$ cat config.mk
export PLATFORM = sky130hd
export DESIGN_NAME = opendap_mem_ap_apb_flat
export DESIGN_NICKNAME = d
export VERILOG_FILES = /design/src/rtl/opendap_mem_ap_apb_if.sv /design/src/rtl/opendap_mem_ap_apb.sv /design/src/flat_wrapper.sv
export SDC_FILE = /design/constraint.sdc
export NUM_CORES = 1
export LEC_CHECK = 0
export ABC_AREA = 1
export CAP_MARGIN = 20
export CELL_PAD_IN_SITES_DETAIL_PLACEMENT = 0
export CELL_PAD_IN_SITES_GLOBAL_PLACEMENT = 1
export CORE_MARGIN = 2
export CORE_UTILIZATION = 34
export DETAILED_ROUTE_END_ITERATION = 7
export GPL_ROUTABILITY_DRIVEN = 0
export PLACE_DENSITY = 0.87
export SLEW_MARGIN = 15
export SYNTH_ARGS = -nofsm -noshare
export SYNTH_HDL_FRONTEND = slang
export SYNTH_SLANG_ARGS = --single-unit
$ cat constraint.sdc
create_clock -name swclk -period 1.8 [get_ports swclk]
set_input_delay 0.27 -clock swclk [delete_from_list [all_inputs] [get_ports swclk]]
set_output_delay 0.27 -clock swclk [all_outputs]
set_load 0.03 [all_outputs]
$ cat src/rtl/opendap_mem_ap_apb_if.sv
// AP strobe/response signals from the SW-DP plus the APB master bus toward the target.
// slave: the MEM-AP's view; master: the DP/interconnect environment's view.
interface opendap_mem_ap_apb_if;
    logic [7:0]  ap_sel;
    logic [5:0]  ap_addr;
    logic [31:0] ap_wdata;
    logic        ap_wen;
    logic        ap_ren;
    logic        ap_abort;
    logic [31:0] ap_rdata;
    logic        ap_rdy;
    logic        ap_err;

    logic        psel;
    logic        penable;
    logic        pwrite;
    logic [31:0] paddr;
    logic [31:0] pwdata;
    logic [31:0] prdata;
    logic        pready;
    logic        pslverr;

    modport slave (
        input  ap_sel, ap_addr, ap_wdata, ap_wen, ap_ren, ap_abort,
        output ap_rdata, ap_rdy, ap_err,
        output psel, penable, pwrite, paddr, pwdata,
        input  prdata, pready, pslverr
    );

    modport master (
        output ap_sel, ap_addr, ap_wdata, ap_wen, ap_ren, ap_abort,
        input  ap_rdata, ap_rdy, ap_err,
        input  psel, penable, pwrite, paddr, pwdata,
        output prdata, pready, pslverr
    );
endinterface

$ cat src/rtl/opendap_mem_ap_apb.sv
// MEM-AP: decodes AP register accesses from the SW-DP; DRW/BDn become APB transfers,
// everything else (and any other AP number) completes locally in one cycle.
module opendap_mem_ap_apb #(
    parameter logic [7:0]  APSEL = 8'h00,
    parameter logic [31:0] IDR   = 32'h0477_0002,
    parameter logic [31:0] BASE  = 32'h0000_0003
) (
    input logic                   swclk,
    input logic                   rst_n,
    opendap_mem_ap_apb_if.slave   bus
);

    typedef enum logic [1:0] {StIdle, StSetup, StAccess} state_e;

    localparam logic [5:0] AddrCsw  = 6'h00;
    localparam logic [5:0] AddrTar  = 6'h01;
    localparam logic [5:0] AddrDrw  = 6'h03;
    localparam logic [5:0] AddrBase = 6'h3E;
    localparam logic [5:0] AddrIdr  = 6'h3F;

    state_e      state_q, state_d;
    logic [31:0] tar_q, tar_d;
    logic [1:0]  addr_inc_q, addr_inc_d;
    logic [31:0] paddr_q, paddr_d;
    logic [31:0] pwdata_q, pwdata_d;
    logic        pwrite_q, pwrite_d;
    logic        is_drw_q, is_drw_d;
    logic [31:0] rdata_q, rdata_d;
    logic        err_q, err_d;

    logic        sel_hit;
    logic        strobe;
    logic        is_apb;
    logic [31:0] csw_val;
    logic [31:0] local_rdata;

    assign sel_hit = (bus.ap_sel == APSEL);
    assign strobe  = (bus.ap_wen || bus.ap_ren) && (state_q == StIdle);
    assign is_apb  = sel_hit && ((bus.ap_addr == AddrDrw) || (bus.ap_addr[5:2] == 4'h1));
    assign csw_val = {24'h0, (state_q != StIdle), 1'b1, addr_inc_q, 1'b0, 3'b010};

    always_comb begin
        local_rdata = 32'h0;
        if (sel_hit) begin
            case (bus.ap_addr)
                AddrCsw:  local_rdata = csw_val;
                AddrTar:  local_rdata = tar_q;
                AddrBase: local_rdata = BASE;
                AddrIdr:  local_rdata = IDR;
                default:  local_rdata = 32'h0;
            endcase
        end
    end

    always_comb begin
        state_d    = state_q;
        tar_d      = tar_q;
        addr_inc_d = addr_inc_q;
        paddr_d    = paddr_q;
        pwdata_d   = pwdata_q;
        pwrite_d   = pwrite_q;
        is_drw_d   = is_drw_q;
        rdata_d    = rdata_q;
        err_d      = err_q;

        if (bus.ap_abort) begin
            // Abort beats any simultaneous strobe; the APB transfer is simply abandoned.
            state_d = StIdle;
            err_d   = 1'b0;
        end else begin
            unique case (state_q)
                StIdle: begin
                    if (strobe) begin
                        err_d = 1'b0;
                        if (is_apb) begin
                            state_d  = StSetup;
                            pwrite_d = bus.ap_wen;
                            pwdata_d = bus.ap_wdata;
                            is_drw_d = (bus.ap_addr == AddrDrw);
                            paddr_d  = (bus.ap_addr == AddrDrw) ?
                                       {tar_q[31:2], 2'b00} :
                                       {tar_q[31:4], bus.ap_addr[1:0], 2'b00};
                        end else if (bus.ap_wen) begin
                            if (sel_hit && bus.ap_addr == AddrCsw) begin
                                // Packed-transfer modes (2'b1x) are not supported.
                                addr_inc_d = bus.ap_wdata[5] ? 2'b00 : bus.ap_wdata[5:4];
                            end else if (sel_hit && bus.ap_addr == AddrTar) begin
                                tar_d = bus.ap_wdata;
                            end
                        end else begin
                            rdata_d = local_rdata;
                        end
                    end
                end
                StSetup: state_d = StAccess;
                StAccess: begin
                    if (bus.pready) begin
                        state_d = StIdle;
                        err_d   = bus.pslverr;
                        if (!pwrite_q) rdata_d = bus.prdata;
                        // Increment wraps inside the 1 KiB block.
                        if (is_drw_q && !bus.pslverr && addr_inc_q == 2'b01) begin
                            tar_d[9:2] = tar_q[9:2] + 8'd1;
                        end
                    end
                end
                default: state_d = StIdle;
            endcase
        end
    end

    always_ff @(posedge swclk or negedge rst_n) begin
        if (!rst_n) begin
            state_q    <= StIdle;
            tar_q      <= 32'h0;
            addr_inc_q <= 2'b00;
            paddr_q    <= 32'h0;
            pwdata_q   <= 32'h0;
            pwrite_q   <= 1'b0;
            is_drw_q   <= 1'b0;
            rdata_q    <= 32'h0;
            err_q      <= 1'b0;
        end else begin
            state_q    <= state_d;
            tar_q      <= tar_d;
            addr_inc_q <= addr_inc_d;
            paddr_q    <= paddr_d;
            pwdata_q   <= pwdata_d;
            pwrite_q   <= pwrite_d;
            is_drw_q   <= is_drw_d;
            rdata_q    <= rdata_d;
            err_q      <= err_d;
        end
    end

    assign bus.ap_rdata = rdata_q;
    assign bus.ap_rdy   = (state_q == StIdle);
    assign bus.ap_err   = err_q;
    assign bus.psel     = (state_q != StIdle);
    assign bus.penable  = (state_q == StAccess);
    assign bus.pwrite   = pwrite_q;
    assign bus.paddr    = paddr_q;
    assign bus.pwdata   = pwdata_q;

endmodule
$ cat src/flat_wrapper.sv
// flat-port wrapper written by rule: the top's interface ports become plain ports
module opendap_mem_ap_apb_flat 
#(
    parameter logic [7:0]  APSEL = 8'h00,
    parameter logic [31:0] IDR   = 32'h0477_0002,
    parameter logic [31:0] BASE  = 32'h0000_0003
)
  (swclk, rst_n, bus_ap_sel, bus_ap_addr, bus_ap_wdata, bus_ap_wen, bus_ap_ren, bus_ap_abort, bus_ap_rdata, bus_ap_rdy, bus_ap_err, bus_psel, bus_penable, bus_pwrite, bus_paddr, bus_pwdata, bus_prdata, bus_pready, bus_pslverr);
  opendap_mem_ap_apb_if bus_i ();
  input logic swclk;
  input logic rst_n;
  input wire logic [$bits(bus_i.ap_sel)-1:0] bus_ap_sel;
  input wire logic [$bits(bus_i.ap_addr)-1:0] bus_ap_addr;
  input wire logic [$bits(bus_i.ap_wdata)-1:0] bus_ap_wdata;
  input wire logic [$bits(bus_i.ap_wen)-1:0] bus_ap_wen;
  input wire logic [$bits(bus_i.ap_ren)-1:0] bus_ap_ren;
  input wire logic [$bits(bus_i.ap_abort)-1:0] bus_ap_abort;
  output wire logic [$bits(bus_i.ap_rdata)-1:0] bus_ap_rdata;
  output wire logic [$bits(bus_i.ap_rdy)-1:0] bus_ap_rdy;
  output wire logic [$bits(bus_i.ap_err)-1:0] bus_ap_err;
  output wire logic [$bits(bus_i.psel)-1:0] bus_psel;
  output wire logic [$bits(bus_i.penable)-1:0] bus_penable;
  output wire logic [$bits(bus_i.pwrite)-1:0] bus_pwrite;
  output wire logic [$bits(bus_i.paddr)-1:0] bus_paddr;
  output wire logic [$bits(bus_i.pwdata)-1:0] bus_pwdata;
  input wire logic [$bits(bus_i.prdata)-1:0] bus_prdata;
  input wire logic [$bits(bus_i.pready)-1:0] bus_pready;
  input wire logic [$bits(bus_i.pslverr)-1:0] bus_pslverr;
  assign bus_i.ap_sel = bus_ap_sel;
  assign bus_i.ap_addr = bus_ap_addr;
  assign bus_i.ap_wdata = bus_ap_wdata;
  assign bus_i.ap_wen = bus_ap_wen;
  assign bus_i.ap_ren = bus_ap_ren;
  assign bus_i.ap_abort = bus_ap_abort;
  assign bus_ap_rdata = bus_i.ap_rdata;
  assign bus_ap_rdy = bus_i.ap_rdy;
  assign bus_ap_err = bus_i.ap_err;
  assign bus_psel = bus_i.psel;
  assign bus_penable = bus_i.penable;
  assign bus_pwrite = bus_i.pwrite;
  assign bus_paddr = bus_i.paddr;
  assign bus_pwdata = bus_i.pwdata;
  assign bus_i.prdata = bus_prdata;
  assign bus_i.pready = bus_pready;
  assign bus_i.pslverr = bus_pslverr;
  opendap_mem_ap_apb #(.APSEL(APSEL), .IDR(IDR), .BASE(BASE)) u_core (.swclk(swclk), .rst_n(rst_n), .bus(bus_i));
endmodule
==> qor.csv <==
stage;metric;value;unit
cts;CTS Buf Count;17;
timing;Final Hold Vio Count;0;
timing;Clock Skew;0.00461;ns
setup_path;slowest stage delay, CP;0.46;ns
cts;worst-case clock buffer depth;2;
layout;Final nets;1078;
synth;Seq/Total Area, Yosys;0.544;
timing;Tmin final;1.78;ns
route;1st-iter DRT viols;466;
setup_path;cell mode on critical path;nand2_1;
synth;synth cell count leaders;nand2_1 (372), dfrtp_1 (132), inv_1 (59);
route;drt drc;0;
layout;fin util;0.523;
route;DR WL/cell;15.3;um
power_and_ir_drop;VDD IR max;0.660;mV
global_routing;first-pass GRT wire length;28600;um
global_routing;gr busiest metal;met1;
timing;Final Max Tran Viols;0;
placement;Post-DP HPWL;13700;um
timing;max frequency;563;MHz
synth;post-synth cell types;28;
die;die height;138;um
job;Max Cap Violations;0;
synth;most frequent cell after synthesis;nand2_1;
status;status;finished clean;
synth;number of enable flip-flop cells after synthesis;0;
synth;area share of the largest cell type after synthesis;0.544;
die;Die Footprint;0.0189;sq mm
setup_path;CP Max Fanout;8;
global_routing;routing usage on met1;0.295;
placement;placed cell count;1187;
layout;area grow syn2layout;49.5;%
layout;ANT cells;0;
placement;worst setup slack after placement;-0.288;ns
cts;clk_lat worst skew;0.42;ns
cts;Clock Root Buffer;clkbuf_16;
timing;final worst slack;0.0243;ns
route;DR vias/cell;4.59;
synth;Avg Synthesized Cell Area;7.88;sq um
synth;Mapped Cells;771;
die;Core ar.;0.0174;sq mm
cts;clock slew at reported path FFs;0.06;ns
die;io pins;186;
setup_path;endpoint type of the worst setup path;flip-flop;
global_routing;total track usage;0.200;
setup_path;Setup crit start kind;flip-flop;
global_routing;initial antenna violation count;0;
synth;YS warnings;0;
die;Rows;48;
setup_path;critical path class;reg2reg;
die;starting density of the core;0.350;
route;drt pass-1 iters;6;
hold_path;Hold Path Class;in2async;
power_and_ir_drop;Pwr Total;6680;uW
timing;hold_ws;0.339;ns
setup_path;WP data required;2.11;ns
placement;IO buf count;183;
route;DR vias;5644;
global_routing;vias in the first global route;5328;
power_and_ir_drop;Leak;0.00468;uW
cts;H-Tree Depth;4;
die;DIE WIDTH;138;um
synth;top post-synthesis cells by area;dfrtp_1 (54%), nand2_1 (23%), inv_1 (3.6%), o21ai_0 (3.2%), nand3_1 (2.5%);
route;final WL;18800;um
power_and_ir_drop;power density cells;736;mW/mm^2
global_routing;largest net degree at the start of global routing;49;
layout;post-route insts no fill;1230;
cts;TritonCTS clock tree;built;
setup_path;critical path cell sequence;nor2_4 -> buf_4 -> buf_4 -> nand2_1 -> nand2_1 -> nor2_2 -> a21boi_4 -> buf_12 -> clkbuf_16 -> nand2_1 -> nand2_1;
global_routing;grt met3 use;0.0401;
synth;largest area contributor in the netlist;dfrtp_1;
global_routing;grt ovf;0;
cts;clk sinks;132;
synth;ys flop type;dfrtp_1;
synth;Synth Register Bits;132;
timing;RSZ-0062 raised after global routing;yes;
global_routing;met2 usage;0.286;
route;Routed Antenna Nets;0;
synth;Post-synth ARST share;1.00;
synth;Mapped Area;0.00607;sq mm
timing;final setup fails;0;
layout;layout cells sized above 1;0.109;
setup_path;Worst EP arrival;2.09;ns
timing;period utilization;0.987;
setup_path;CP max stage cell;dfrtp_2;
[critical path, delay by kind of cell (launching register included)]
| kind | cells | cell delay, ns |
|---|---|---|
| simple gates | 6 | 0.49 |
| buf+inv | 4 | 0.58 |
| flops | 1 | 0.46 |
| compound gates | 1 | 0.14 |
[layer usage]
metal | routed length (um) | share of wire
met5 | 0 | 0
met4 | 557 | 0.030
met3 | 945 | 0.050
met2 | 8350 | 0.44
met1 | 8990 | 0.48
[sequential cells by signal, summed over array words and instances (netlist names)]
register,flops
u_core.addr_inc_q,1
u_core.bus.ap_err,1
u_core.bus.ap_rdata,32
u_core.bus.paddr,30
u_core.bus.pwdata,32
u_core.bus.pwrite,1
u_core.is_drw_q,1
u_core.state_q,2
u_core.tar_q,32
[cell usage in the layout (no fill, tap or decap), drive strengths merged]
cell type      count
a21boi             1
a21oi             14
buf               52
clkbuf            23
clkdlybuf4s50    172
clkinv             5
clkinvlp           3
conb               2
dfrtp            132
dlygate4sd2        1
dlygate4sd3        1
dlymetal6s2s       6
ha                 1
inv               66
mux2i              1
nand2            373
nand3             30
nand3b             1
nand4              6
nor2              40
o21a               2
o21ai             71
or2                2
[timing repair]
item / 4_1_cts / 5_1_grt
gates cloned: 0 / 3
hold buffers: 1 / 0
pin swaps: 1 / 5
setup endpoints to repair: 4 / 65
endpoints found under the hold margin: 40 / 0
resized for setup: 5 / 20
setup buffers: 3 / 4
[final timing paths]
| kind | cells after the start | slack, ns | endpoint | startpoint |
|---|---|---|---|---|
| worst max register to register | 11 | 0.02 | u_core.bus.ap_rdata[12]$_DFFE_PN0P_ | u_core.state_q[0]$_DFFE_PN0P_ |
| max in group asynchronous | 3 | 0.82 | u_core.state_q[0]$_DFFE_PN0P_ | rst_n |
| min in group swclk | 3 | 0.42 | u_core.tar_q[11]$_DFFE_PN0P_ | bus_ap_wdata[11] |
| worst min register to register | 2 | 0.47 | u_core.bus.paddr[26]$_DFFE_PN0P_ | u_core.bus.paddr[26]$_DFFE_PN0P_ |
| worst max-delay path | 11 | 0.02 | u_core.bus.ap_rdata[12]$_DFFE_PN0P_ | u_core.state_q[0]$_DFFE_PN0P_ |
| worst min-delay path | 2 | 0.34 | u_core.bus.pwdata[7]$_DFFE_PN0P_ | rst_n |
[layout make-up]
type | count | area [sq um]
fillers | 1702 | 8280
flip-flops and latches | 132 | 3300
repair buffers | 236 | 2410
multi-input cells | 544 | 2320
clock buffers | 19 | 433
well taps | 225 | 282
inverters | 61 | 229
clock inverters | 13 | 98.8
[stage by stage]
step | area (sq um) | setup TNS (ns)
2_1_floorplan | 6080 | 0
3_3_place_gp | 8360 | -18.82
3_5_place_dp | 8360 | -25.88
4_1_cts | 8930 | -0.118
5_1_grt | 9070 | -1.78
6_report | 9070 | 0
[report_power, final]
group	internal (uW)	leakage, uW	total [uW]	switching (uW)
Combinational	272	0.00261	520	248
Sequential	2990	0.00181	3020	29.0
Clock	1780	0.000255	3140	1370
[logic make-up after synthesis]
kind of cell	count (synthesis)	synth area share
AND/OR/NAND/NOR	452	0.293
flip-flops	132	0.544
buffers and inverters	96	0.0785
AO/OA/AOI/OAI	88	0.0800
multiplexers	1	0.00165
adder cells (fa/ha/maj)	1	0.00206
other	1	0.000618
Note: power is estimated with default switching activity, not from simulation.
